## src/rtl/can_error_frame_gen.sv

```systemverilog
// CAN error-frame generator: on any monitor error drives flag, recessive wait,
// delimiter and intermission onto o_Tx, timed by the bit-sample tick.
module can_error_frame_gen #(
  parameter int FLAG_BITS     = 6,
  parameter int DELIM_BITS    = 8,
  parameter int INTER_BITS    = 3,
  parameter int MAX_WAIT_BITS = 7
) (
  input  logic       i_Clock,
  input  logic       i_Reset_n,
  input  logic       i_Bit_Tick,
  input  logic       i_Data,
  input  logic       i_form_monitor,
  input  logic       i_bit_error,
  input  logic       i_stuff_error,
  input  logic       i_crc_error,
  input  logic       i_ack_error,
  input  logic       i_error_passive,
  output logic       o_Tx,
  output logic       o_error_active,
  output logic [4:0] o_error_code,
  output logic       o_frame_done,
  output logic       o_bus_stuck,
  output logic [7:0] o_error_count
);

  typedef enum logic [2:0] {IDLE, PENDING, FLAG, WAIT_REC, DELIM, INTER} state_t;

  localparam logic [7:0] FLAG_LAST = 8'(FLAG_BITS - 1);
  localparam logic [7:0] DELIM_N   = 8'(DELIM_BITS);
  localparam logic [7:0] INTER_N   = 8'(INTER_BITS);
  localparam logic [7:0] WAIT_N    = 8'(MAX_WAIT_BITS);

  state_t     state_q, state_d;
  logic [7:0] cnt_q, cnt_d;     // one counter serves bit/wait/del/int counts
  logic [7:0] count_q, count_d;
  logic [4:0] code_q, code_d;
  logic       tx_q, tx_d;
  logic       act_q, act_d;
  logic       done_q, done_d;
  logic       stuck_q, stuck_d;
  logic [4:0] errs;
  logic [7:0] cnt_inc;

  assign errs    = {i_form_monitor, i_bit_error, i_stuff_error, i_crc_error, i_ack_error};
  assign cnt_inc = cnt_q + 8'd1;

  always_comb begin
    state_d = state_q;
    cnt_d   = cnt_q;
    count_d = count_q;
    code_d  = code_q;
    tx_d    = tx_q;
    done_d  = 1'b0;
    stuck_d = 1'b0;
    case (state_q)
      IDLE: if (|errs) begin
        state_d = PENDING;
        code_d  = errs;
      end
      PENDING: if (i_Bit_Tick) begin
        state_d = FLAG;
        cnt_d   = 8'd0;
        tx_d    = i_error_passive;
        if (count_q != 8'hFF) count_d = count_q + 8'd1;
      end
      FLAG: if (i_Bit_Tick) begin
        if (cnt_q == FLAG_LAST) begin
          state_d = WAIT_REC;
          cnt_d   = 8'd0;
          tx_d    = 1'b1;
        end else cnt_d = cnt_inc;
      end
      WAIT_REC: if (i_Bit_Tick) begin
        if (i_Data) begin
          state_d = DELIM;
          cnt_d   = 8'd1;
        end else if (cnt_inc == WAIT_N) begin
          state_d = IDLE;
          cnt_d   = 8'd0;
          stuck_d = 1'b1;
        end else cnt_d = cnt_inc;
      end
      DELIM: if (i_Bit_Tick) begin
        if (i_Data) begin
          if (cnt_inc == DELIM_N) begin
            state_d = INTER;
            cnt_d   = 8'd0;
          end else cnt_d = cnt_inc;
        end else begin
          // dominant inside the delimiter is a bit error: restart the flag
          state_d = FLAG;
          cnt_d   = 8'd0;
          code_d  = 5'b01000;
          tx_d    = i_error_passive;
          if (count_q != 8'hFF) count_d = count_q + 8'd1;
        end
      end
      INTER: if (i_Bit_Tick) begin
        if (cnt_inc == INTER_N) begin
          state_d = IDLE;
          cnt_d   = 8'd0;
          done_d  = 1'b1;
        end else cnt_d = cnt_inc;
      end
      default: begin
        state_d = IDLE;
        cnt_d   = 8'd0;
        tx_d    = 1'b1;
      end
    endcase
    act_d = (state_d != IDLE);
  end

  always_ff @(posedge i_Clock or negedge i_Reset_n) begin
    if (!i_Reset_n) begin
      state_q <= IDLE;
      cnt_q   <= 8'd0;
      count_q <= 8'd0;
      code_q  <= 5'd0;
      tx_q    <= 1'b1;
      act_q   <= 1'b0;
      done_q  <= 1'b0;
      stuck_q <= 1'b0;
    end else begin
      state_q <= state_d;
      cnt_q   <= cnt_d;
      count_q <= count_d;
      code_q  <= code_d;
      tx_q    <= tx_d;
      act_q   <= act_d;
      done_q  <= done_d;
      stuck_q <= stuck_d;
    end
  end

  assign o_Tx           = tx_q;
  assign o_error_active = act_q;
  assign o_error_code   = code_q;
  assign o_frame_done   = done_q;
  assign o_bus_stuck    = stuck_q;
  assign o_error_count  = count_q;

endmodule

```

## config.mk

```make
export PLATFORM = sky130hd
export DESIGN_NAME = can_error_frame_gen
export DESIGN_NICKNAME = d
export VERILOG_FILES = /design/src/rtl/can_error_frame_gen.sv
export SDC_FILE = /design/constraint.sdc
export NUM_CORES = 1
export LEC_CHECK = 0
export ABC_CLOCK_PERIOD_IN_PS = 2100
export CORE_MARGIN = 1.5
export CORE_UTILIZATION = 49
export DETAILED_ROUTE_END_ITERATION = 10
export PLACE_DENSITY_LB_ADDON = 0.2
export SYNTH_ARGS = -nofsm -noshare
export SYNTH_HDL_FRONTEND = slang
export SYNTH_SLANG_ARGS = --single-unit
```

## constraint.sdc

```tcl
create_clock -name i_Clock -period 2.1 [get_ports i_Clock]
set_clock_uncertainty 0.15 [all_clocks]
set_input_delay 0.42 -clock i_Clock [delete_from_list [all_inputs] [get_ports i_Clock]]
set_output_delay 0.42 -clock i_Clock [all_outputs]
set_load 0.005 [all_outputs]
```

Yosys cells after proc, flatten, opt, wreduce, memory -nomap -nowiden
Cells that the tools add are included.
{"block": "totals", "register_bits": 28, "input_bits": 10, "output_inout_bits": 17, "word_cells": 87}
{"block": "op_classes", "n_addsub": 2, "n_eq_ne": 18, "n_mux": 47, "bitwise": 2, "reduce_logical": 10}
{"cell": "$mux W8", "count": 15}
{"cell": "$pmux W8 S6", "count": 1}
{"cell": "$mux W3", "count": 12}
{"cell": "$pmux W3 S6", "count": 1}
{"cell": "$add A8 B1 Y8 const B", "count": 2}
{"cell": "$eq A8 B3 Y1 const B", "count": 2}
{"cell": "$ne A2 B2 Y1 const B", "count": 8}
{"cell": "$pmux W8 S2", "count": 1}
{"cell": "$mux W5", "count": 3}
{"cell": "$mux W1", "count": 12}
{"cell": "$reduce_and A6 Y1", "count": 2}
{"cell": "$pmux W5 S2", "count": 1}
{"cell": "$eq A8 B2 Y1 const B", "count": 1}
{"cell": "$eq A8 B4 Y1 const B", "count": 1}
{"cell": "$ne A8 B8 Y1 const B", "count": 1}
{"cell": "$reduce_and A4 Y1", "count": 2}
{"cell": "$eq A3 B2 Y1 const B", "count": 2}
{"cell": "$eq A3 B3 Y1 const B", "count": 2}
{"cell": "$reduce_or A5 Y1", "count": 1}
{"cell": "$pmux W1 S4", "count": 1}
{"cell": "$reduce_bool A2 Y1", "count": 2}
{"cell": "$eq A3 B1 Y1 const B", "count": 1}
{"cell": "$logic_not A3 Y1", "count": 1}
{"cell": "$reduce_bool A3 Y1", "count": 1}
{"cell": "other kinds (2)", "count": 3}

Longest topological paths before layout
Gate-level depths: netlist of run 1.
{"block": "logic_depth", "depth_word": 7, "ltp_mapped": 8, "depth_no_buf": 7}

Worst setup path before layout of run 1
No wires, ideal clock.
{"block": "synth_path", "path_kind": "flip-flop to flip-flop", "from": "register cnt_q[0]", "to": "register cnt_q[4]", "setup_ps": 133, "arrival_time_ps": 1733, "t_required_ps": 1817, "slack_ps": 84, "stages_incl_launch_ff": 9, "n_path_buf": 1, "synth_period_minus_slack_ps": 2016, "path_cell_list": "dfrtp_1 > ha_1 > buf_2 > nand3_1 > a2bb2oi_1 > nor3_4 > a31oi_1 > nor2_2 > o211ai_1"}
{"block": "synth_via", "elab_chain_len": 6, "elab_cells_between_ends": 16, "cone_classes": "add/sub: 1; eq/ne: 4; mux: 11"}
{"item": "from (decl)", "line_no": "35", "source": "logic [7:0] cnt_q, cnt_d;"}
{"item": "from (signal assigned)", "line_no": "127", "source": "cnt_q <= cnt_d;"}
{"item": "$add A8 B1 Y8", "line_no": "46", "source": "assign cnt_inc = cnt_q + 8'd1;"}
{"item": "$eq A8 B4 Y1 / $eq A8 B3 Y1 (equally long branches)", "line_no": "86, 78"}
{"item": "$mux W8 (on tied branches)", "line_no": "86, 78"}
{"item": "$mux W8 (on tied branches)", "line_no": "85, 75"}
{"item": "$mux W8 (on tied branches)", "line_no": "84, 74"}
{"item": "$pmux W8 S6 *", "line_no": "56", "source": "case (state_q)"}
Mark *: on every way between the ends. The rest lies on a longest branch, timed or not. The select of a mux whose other input is x is not followed.
A chain may end at the register's enable or synchronous reset.

Final worst setup path of run 1
{"block": "layout_path", "from": "register cnt_q[0]", "to": "register cnt_q[5]"}
Same word-level chain as after synthesis.

==> results of run 1 <==
==> registers in the layout, indices dropped and copies added (netlist names) <==
register / cells
o_frame_done: 1
o_bus_stuck: 1
state_q: 3
o_error_count: 8
cnt_q: 8
o_error_code: 5
o_error_active: 1
o_Tx: 1
==> routing by layer <==
layer | share of wire | routed length [um] | global-route usage | up-vias
met2 | 0.50 | 2321 | 0.3880 | 36
met5 | 0 | 0 | 0 | -
met1 | 0.46 | 2116 | 0.3120 | 839
met3 | 0.038 | 176 | 0.03345 | 2
li1 | - | - | - | 867
met4 | 0.0041 | 19 | 0.05319 | 0
==> worst max-delay path: cells and delay by family, from the launching register on <==
kind	cells	cell delay, ps
flops	1	460
fa+ha+maj	1	200
simple gates	2	220
compound gates	3	660
buf+inv	2	310
==> cell families after synthesis <==
| family | share of synthesized area |
|---|---|
| AOI/OAI and AO/OA | 0.1958 |
| xor gates and xnor gates | 0.06186 |
| adders and majority gates | 0.03399 |
| buffers and inverters | 0.04691 |
| DFF | 0.3814 |
| muxes | 0.01156 |
| and+or+nand+nor | 0.2685 |
==> area by class of cell <==
class | count | share of cell area
multi-input combinational | 162 | 0.4566
sequential | 28 | 0.2661
timing repair buffer | 68 | 0.2168
tap | 48 | 0.02252
clock buffer | 3 | 0.01549
clock inverter | 1 | 0.01126
inverter | 8 | 0.01126
==> Yosys cell counts (2+ instances only) <==
cell,instances
nand2b_1,4
o211ai_1,4
a31oi_1,8
nand3_1,3
nand2_1,28
nor2_1,19
nor3_1,13
o31ai_1,2
o21ai_0,10
nor2b_1,2
a21oi_1,6
nor4_1,2
and2_1,2
buf_2,6
and3_1,3
xor2_1,6
o21a_1,2
o22ai_1,3
ha_1,5
a22o_1,4
xnor2_1,7
dfrtp_1,27
nand4_1,4
inv_1,8
clkbuf_1,4
==> stage by stage <==
step           hold WS (ps)    util  setup TNS [ps]  instance area [um^2]
6_report              335.0  0.7338               0                  2666
2_1_floorplan        -25.59       -               0                  1841
4_1_cts               333.5  0.6897               0                  2506
3_5_place_dp          318.4  0.6618           -2337                  2405
5_1_grt               362.9  0.7338          -476.1                  2666
3_3_place_gp          323.1  0.6618           -2156                  2405
==> final timing paths <==
path / startpoint / end / slack, ps / cells after the start
worst min register to register: o_Tx / o_Tx / 330 / 2
worst max-delay path: cnt_q[0] / cnt_q[5] / 9 / 8
max in group asynchronous: i_Reset_n / o_Tx / 1130 / 2
worst min-delay path: o_Tx / o_Tx / 330 / 2
worst max register to register: cnt_q[0] / cnt_q[5] / 9 / 8
min in group asynchronous: i_Reset_n / o_error_count[4] / 370 / 2
==> power by group <==
part           internal, mW  leakage, nW  total [mW]  switching [mW]
sequential            0.695        0.353       0.871           0.176
combinational         0.752        0.708        1.47           0.713
clock                 0.255       0.0357       0.429           0.174
total                  1.70         1.10        2.77            1.06
==> what timing repair did <==
item / CTS / global route
cloned: 0 / 0
setup buffers: 0 / 3
setup endpoints to repair: 5 / 16
resized for setup: 6 / 31
pin swaps: 2 / 12
==> results.toml, run 1 <==
[global_routing]
grt_pass1_wl_um = 7507
grt_max_degree = 29
grt_overflow = 0
grt_pass1_vias = 1635
antenna_found_initial = 0
grt_use_total = 0.2299

[final_layout]
nets = 286
final_cell_mix = "42 x buf_4, 27 x nand2_1, 25 x clkdlybuf4s50_1, 21 x dfrtp_1, 16 x nor2_1"
n_antenna_cell = 0
fillCellCount = 298
seqCellArea_um2 = 709.4
stdcell_count = 318
layout_commonest_cell = "buf_4"
drive_gt1_frac = 0.3148
multiInputGateArea_um2 = 1217
areaGrowthSynthToFinish_pct = 44.87

[floorplanning]
fp-row-count = 22
die-area_um2 = 4133
core_um2 = 3633
dieHeight_um = 64.29
chipWidth_um = 64.29
num_io_pins = 27
initial_core_util = 0.5065

[timing]
slew_violations = 0
max_freq_mhz = 478.3
fin_crit_sh = 0.9956
grt_setup_unrepaired = "yes"
max-slew-margin-rel = 0.5976
min_period_ps = 2091
finalSetupViolCount = 0
setup_slack_ps = 9.308
tightest_slew_ps = 599.0
hold_viol_final = 0

[yosys]
synth_area_leaders = "dfrtp_1 37%, nand2_1 5.7%, nor2_1 3.9%"
syn-num-nets = 224
ys_ff_latch = 28
ys_types = 52
synth_largest_area_cell = "dfrtp_1"
synth_edf_count = 0
synth_flop_cell = "dfrtp_1"
yosysWarningCount = 0
ys_async_sr_fraction = 1.000
synth_area_um2 = 1841
ys_seq_area_frac = 0.3814
netlist.area_leader.share = 0.3671
syn_avg_cell_area_um2 = 8.806
syn_inst = 209

[drt]
ant_nets = 0
wl_um = 4633
drc = 0
routed-via-count = 1744
vias_per_cell = 5.484
dr.pass1.iters = 4
drt_iter0_markers = 102
drt-wirelength-per-cell_um = 14.57

[outcome]
outcome = "completed"

[worst_setup_path]
arrival_ps = 2130
cp.required_ps = 2140
critPathCaptureType = "flip-flop"
critPathLaunchType = "flip-flop"
path_cells = "buf_4 > ha_1 > nand4_1 > buf_4 > a21oi_1 > a311oi_4 > nor2_4 > o31ai_2"
worstSetupPathType = "flip-flop to flip-flop"
crit_top_cell = "buf_4"
cpMaxStageDelayCell = "dfrtp_2"
critPathMaxFanout = 5
cp_slowest_stage_delay_ps = 460

[power]
power_density_nw_per_um2 = 1037
p_leak_nw = 1.097
power.total_mw = 2.766
peakVddDrop_mv = 0.5597

[clocking]
holdBufCountCts = 0
cts_made_buffers = 3
worstSkewPairLatency_ps = 270
clock-sinks = 28
cts_tree = "built"
max-clock-path-buffers = 2
h-tree-depth = 1
cts_root_buf = "clkbuf_8"
clkTransAtPathRegs_ps = 100

[place]
gp_congestion = 0.8789
numPortBuffers = 26
dpl.hpwl_um = 3280
post-place-ws_ps = -277.9
place_inst = 312

[flow_run]
drv_cap = 0

[min_path]
hold_path_class = "flip-flop to flip-flop"
Power figures use the tool's default switching activity.
==> run 2, diff against run 1 <==
CORE_MARGIN = 5   (was 1.5)
==> run 2 against run 1 <==
  * The run now ends with negative setup slack left
  * Sequential cell count is the same
  * Non-clock buffer count grew 6
  * Global-route usage shrank 4.8 points
  * Sequential power grew 2.4%
  * Core utilization grew 0.92 points
  * Die area grew 23%
==> results.toml, run 2 (synthesized netlist as in run 1, its figures left out) <==
[outcome]
outcome = "finished, violations left"
failed_checks = "negative setup slack"

[clocking]
worstSkewPairLatency_ps = 280
max-clock-path-buffers = 2
h-tree-depth = 1
cts_tree = "built"
cts_made_buffers = 3
cts_root_buf = "clkbuf_8"
clock-sinks = 28
holdBufCountCts = 0
clkTransAtPathRegs_ps = 100

[worst_setup_path]
arrival_ps = 2100
cpMaxStageDelayCell = "dfrtp_2"
critPathCaptureType = "flip-flop"
cp_slowest_stage_delay_ps = 450
reg2reg_slack_ps = -6
worstSetupPathType = "flip-flop to flip-flop"
cp.required_ps = 2090
crit_family = "compound AO/OA/AOI/OAI gates"
rr_startpoint = "cnt_q[1]"
r2r_end = "o_error_active"
cp_num_buf_inv = 1
r2r_cells = 7
critPathMaxFanout = 4
critPathLaunchType = "flip-flop"
path_cells = "nand3_4 > o21a_1 > nor4b_4 > buf_4 > a31oi_2 > o21ai_2 > a41oi_1"

[timing]
max-slew-margin-rel = 0.6157
tightest_slew_ps = 572.1
fin_crit_sh = 1.003
grt_setup_unrepaired = "yes"
fin_tns_setup_ps = -5.976
slew_violations = 0
finalSetupViolCount = 1
min_period_ps = 2106
max_freq_mhz = 474.8
setup_slack_ps = -5.976
hold_viol_final = 0

[power]
seq_power_share = 0.322
peakVddDrop_mv = 0.5608
clkPwrFrac = 0.154
intPower_mw = 1.714
p_leak_nw = 1.145
combPwrFrac = 0.524
power.total_mw = 2.769
power_density_nw_per_um2 = 1018
p_sw_frac = 0.3811
p_sw_mw = 1.055

[final_layout]
layout_commonest_cell = "buf_4"
fin_util = 0.7430
final_cell_mix = "44 x buf_4, 26 x nand2_1, 25 x clkdlybuf4s50_1, 19 x dfrtp_1, 17 x nor2_1"
drive_gt1_frac = 0.3442
nets = 292
n_antenna_cell = 0
areaGrowthSynthToFinish_pct = 47.79

[global_routing]
grt_overflow = 0
grt_max_degree = 29
grt_pass1_wl_um = 7603
antenna_found_initial = 0
grt_pass1_vias = 1668
grt_use_total = 0.1821

[floorplanning]
num_io_pins = 27
core_um2 = 3661
fp-row-count = 22
chipWidth_um = 71.29
initial_core_util = 0.5027
die-area_um2 = 5082
dieHeight_um = 71.29

[drt]
ant_nets = 0
wl_um = 4779
dr.pass1.iters = 4
routed-via-count = 1782
drt_iter0_markers = 107
vias_per_cell = 5.500
drc = 0
drt-wirelength-per-cell_um = 14.75

[place]
numPortBuffers = 26
gp_congestion = 0.8408
dpl.hpwl_um = 3369
post-place-ws_ps = -335.0

[flow_run]
drv_cap = 0

[min_path]
min_from = "o_error_count[5]"
min_to = "o_error_count[5]"
hold_path_class = "flip-flop to flip-flop"
holdPathStages = 1
-- run 2: worst max-delay path by stage --
stage / start / to / slack, ps / depth (start not counted)
after floorplan: cnt_q[0] / cnt_q[4] / 80 / 8
after global placement: i_Data / o_error_count[5] / -250 / 7
after CTS: cnt_q[1] / cnt_q[5] / -20 / 8
after global routing: cnt_q[1] / o_error_active / -140 / 7
after detailed placement: i_Data / o_error_count[5] / -330 / 7
final: cnt_q[1] / o_error_active / -6 / 7
-- run 2: per-layer routing --
layer / vias to the layer above / share of wire / GRT usage / wire, um
met3: 4 / 0.037 / 0.03506 / 175
met4: 0 / 0.0073 / 0.03132 / 35
met2: 28 / 0.52 / 0.3122 / 2496
met1: 868 / 0.43 / 0.2422 / 2072
met5: - / 0 / 0 / 0
li1: 882 / - / - / -
-- run 2: cell type report --
cell class              count  area, um^2
clock buffers               3       41.29
clock inverters             1       30.03
fillers                   261       940.9
inverters                   8       30.03
multi-input cells         162        1212
flip-flops and latches     28       711.9
well taps                  48       60.06
repair buffers             74       634.4
-- run 2: worst reg2reg max path: cells and delay by family, from the launching register on --
| kind | cells | cell delay (ps) |
|---|---|---|
| buf+inv | 1 | 200 |
| simple gates | 2 | 510 |
| compound gates | 4 | 650 |
| flops | 1 | 450 |
-- run 2: power by group through the flow --
stage	Combinational, mW	Sequential [mW]	Clock (mW)
floorplan	0.733	0.834	0
global placement	1.28	0.875	0
detailed placement	1.31	0.870	0
CTS	1.35	0.872	0.436
global route	1.58	0.918	0.458
finish	1.45	0.892	0.426
-- run 2: what timing repair did --
| item | 4_1_cts | 5_1_grt |
|---|---|---|
| setup endpoints to repair | 10 | 15 |
| gates resized for setup | 16 | 30 |
| pin swaps | 7 | 4 |
| endpoints found under the hold margin | 0 | 0 |
| buffers inserted | 2 | 2 |
-- run 2: through the flow --
stage	instance area, um^2	hold slack, ps	instances
after floorplan	1841	-25.59	209
after global placement	2435	323.3	316
after detailed placement	2435	332.8	316
after CTS	2577	346.4	322
after global routing	2720	366.1	324
final	2720	339.5	324
==> run 3, diff against run 2 <==
CORE_ASPECT_RATIO = 0.75   (was not set)
CORE_MARGIN = 8   (was 5)
==> run 3 against run 2 <==
  * The flow now finishes without violations
  * Hold slack gained 2.0 ps
  * Cell area shrank 0.92%
  * Wire length grew 5.5%
  * Clock power is essentially flat
  * Sequential cell count is the same
  * Final cell count shrank 0.93%
  * Core utilization shrank 0.20 points
  * Sequential power shrank 3.7%
  * Clock-buffer cell count is the same
  * Combinational power is essentially flat
  * Largest power group unchanged
==> results.toml, run 3 (synthesized netlist as in run 1, its figures left out) <==
[floorplanning]
fp-row-count = 19
chipWidth_um = 86.77
die-area_um2 = 5994
num_io_pins = 27
core_um2 = 3637
initial_core_util = 0.5060
dieHeight_um = 69.08

[worst_setup_path]
cpMaxStageDelayCell = "dfrtp_2"
crit_top_cell = "buf_4"
critPathCaptureType = "flip-flop"
rr_startpoint = "cnt_q[5]"
cp.required_ps = 2140
startpoint = "cnt_q[5]"
critPathLaunchType = "flip-flop"
critPathMaxFanout = 5
arrival_ps = 2090
r2r_end = "o_frame_done"
cp_slowest_stage_delay_ps = 450
path_cells = "nand4_4 > o21a_1 > nor4b_4 > buf_4 > nand2_1 > buf_4 > nor3_2"
endpoint = "o_frame_done"
r2r_cells = 7
worstSetupPathType = "flip-flop to flip-flop"
reg2reg_slack_ps = 40

[min_path]
hold_path_class = "flip-flop to flip-flop"

[global_routing]
grt_max_degree = 29
antenna_found_initial = 0
grt_pass1_wl_um = 8100
grt_overflow = 0
grt_use_total = 0.1627
grt_pass1_vias = 1748

[clocking]
h-tree-depth = 1
cts_made_buffers = 3
worstSkewPairLatency_ps = 280
holdBufCountCts = 0
max-clock-path-buffers = 2
clkTransAtPathRegs_ps = 90
cts_tree = "built"
clock-sinks = 28
cts_root_buf = "clkbuf_8"

[timing]
setup_slack_ps = 43.79
hold_viol_final = 0
max-slew-margin-rel = 0.6240
min_period_ps = 2056
slew_violations = 0
tightest_slew_ps = 559.6
max_freq_mhz = 486.3
finalSetupViolCount = 0
grt_setup_unrepaired = "yes"
fin_crit_sh = 0.9792

[drt]
ant_nets = 0
dr.pass1.iters = 4
routed-via-count = 1793
drc = 0
vias_per_cell = 5.586
drt_iter0_markers = 141
wl_um = 5043
drt-wirelength-per-cell_um = 15.71

[place]
gp_congestion = 0.8737
place_inst = 308
numPortBuffers = 26
post-place-ws_ps = -297.7
dpl.hpwl_um = 3400

[final_layout]
final_cell_mix = "38 x buf_4, 28 x nand2_1, 25 x clkdlybuf4s50_1, 21 x dfrtp_1, 16 x nor2_1"
n_antenna_cell = 0
drive_gt1_frac = 0.3197
areaGrowthSynthToFinish_pct = 46.43
nets = 285
stdcell_count = 321
layout_commonest_cell = "buf_4"

[power]
power.total_mw = 2.739
p_leak_nw = 1.115
power_density_nw_per_um2 = 1016
peakVddDrop_mv = 0.9542

[flow_run]
drv_cap = 0

[outcome]
outcome = "completed"
-- run 3: per-stage QoR --
step | hold WS (ps) | utilization | TNS [ps] | area, um^2
after floorplan | -25.59 | - | 0 | 1841
after global placement | 330.4 | 0.6460 | -2343 | 2350
after detailed placement | 328.1 | 0.6460 | -2846 | 2350
after CTS | 343.5 | 0.6825 | 0 | 2482
after global routing | 358.0 | 0.7410 | -162.9 | 2695
final | 341.5 | 0.7410 | 0 | 2695
-- run 3: power by group --
part	internal, mW	switching [mW]	leakage [nW]
clock network	0.255	0.174	0.0357
logic	0.721	0.730	0.727
registers	0.694	0.165	0.353
-- run 3: layer usage --
metal / share of wire / wire (um) / global-route usage
met1: 0.44 / 2215 / 0.2163
met2: 0.48 / 2422 / 0.2606
met3: 0.065 / 328 / 0.04024
met4: 0.015 / 76 / 0.02857
met5: 0 / 0 / 0
-- run 3: worst min path at each step --
stage                           startpoint  depth (start not counted)          endpoint  slack [ps]
after global routing      o_error_count[5]                          1  o_error_count[5]         360
after detailed placement              o_Tx                          2              o_Tx         330
after global placement    o_error_count[5]                          1  o_error_count[5]         330
after CTS                 o_error_count[5]                          1  o_error_count[5]         340
final                     o_error_count[5]                          1  o_error_count[5]         340
after floorplan                  i_Reset_n                          0          cnt_q[0]         -30
-- run 3: repair_timing --
action | in CTS | in global routing
pin swaps | 3 | 11
setup endpoints to repair | 9 | 13
gates resized for setup | 9 | 32
buffers inserted | 2 | 8
hold endpoints to repair | 0 | 0
cloned | 0 | 0
-- run 3: critical path: cells and delay by family, from the launching register on --
family / cells / cell delay [ps]
AO/OA/AOI/OAI: 1 / 240
flip-flops: 1 / 450
AND/OR/NAND/NOR: 4 / 770
buffers and inverters: 2 / 360
-- run 3: cell type report --
class,count,area [um^2]
timing repair buffer,67,590.6
tap,52,65.06
fill,254,942.2
inverter,8,30.03
sequential,28,709.4
clock buffer,3,41.29
clock inverter,1,30.03
multi-input combinational,162,1229
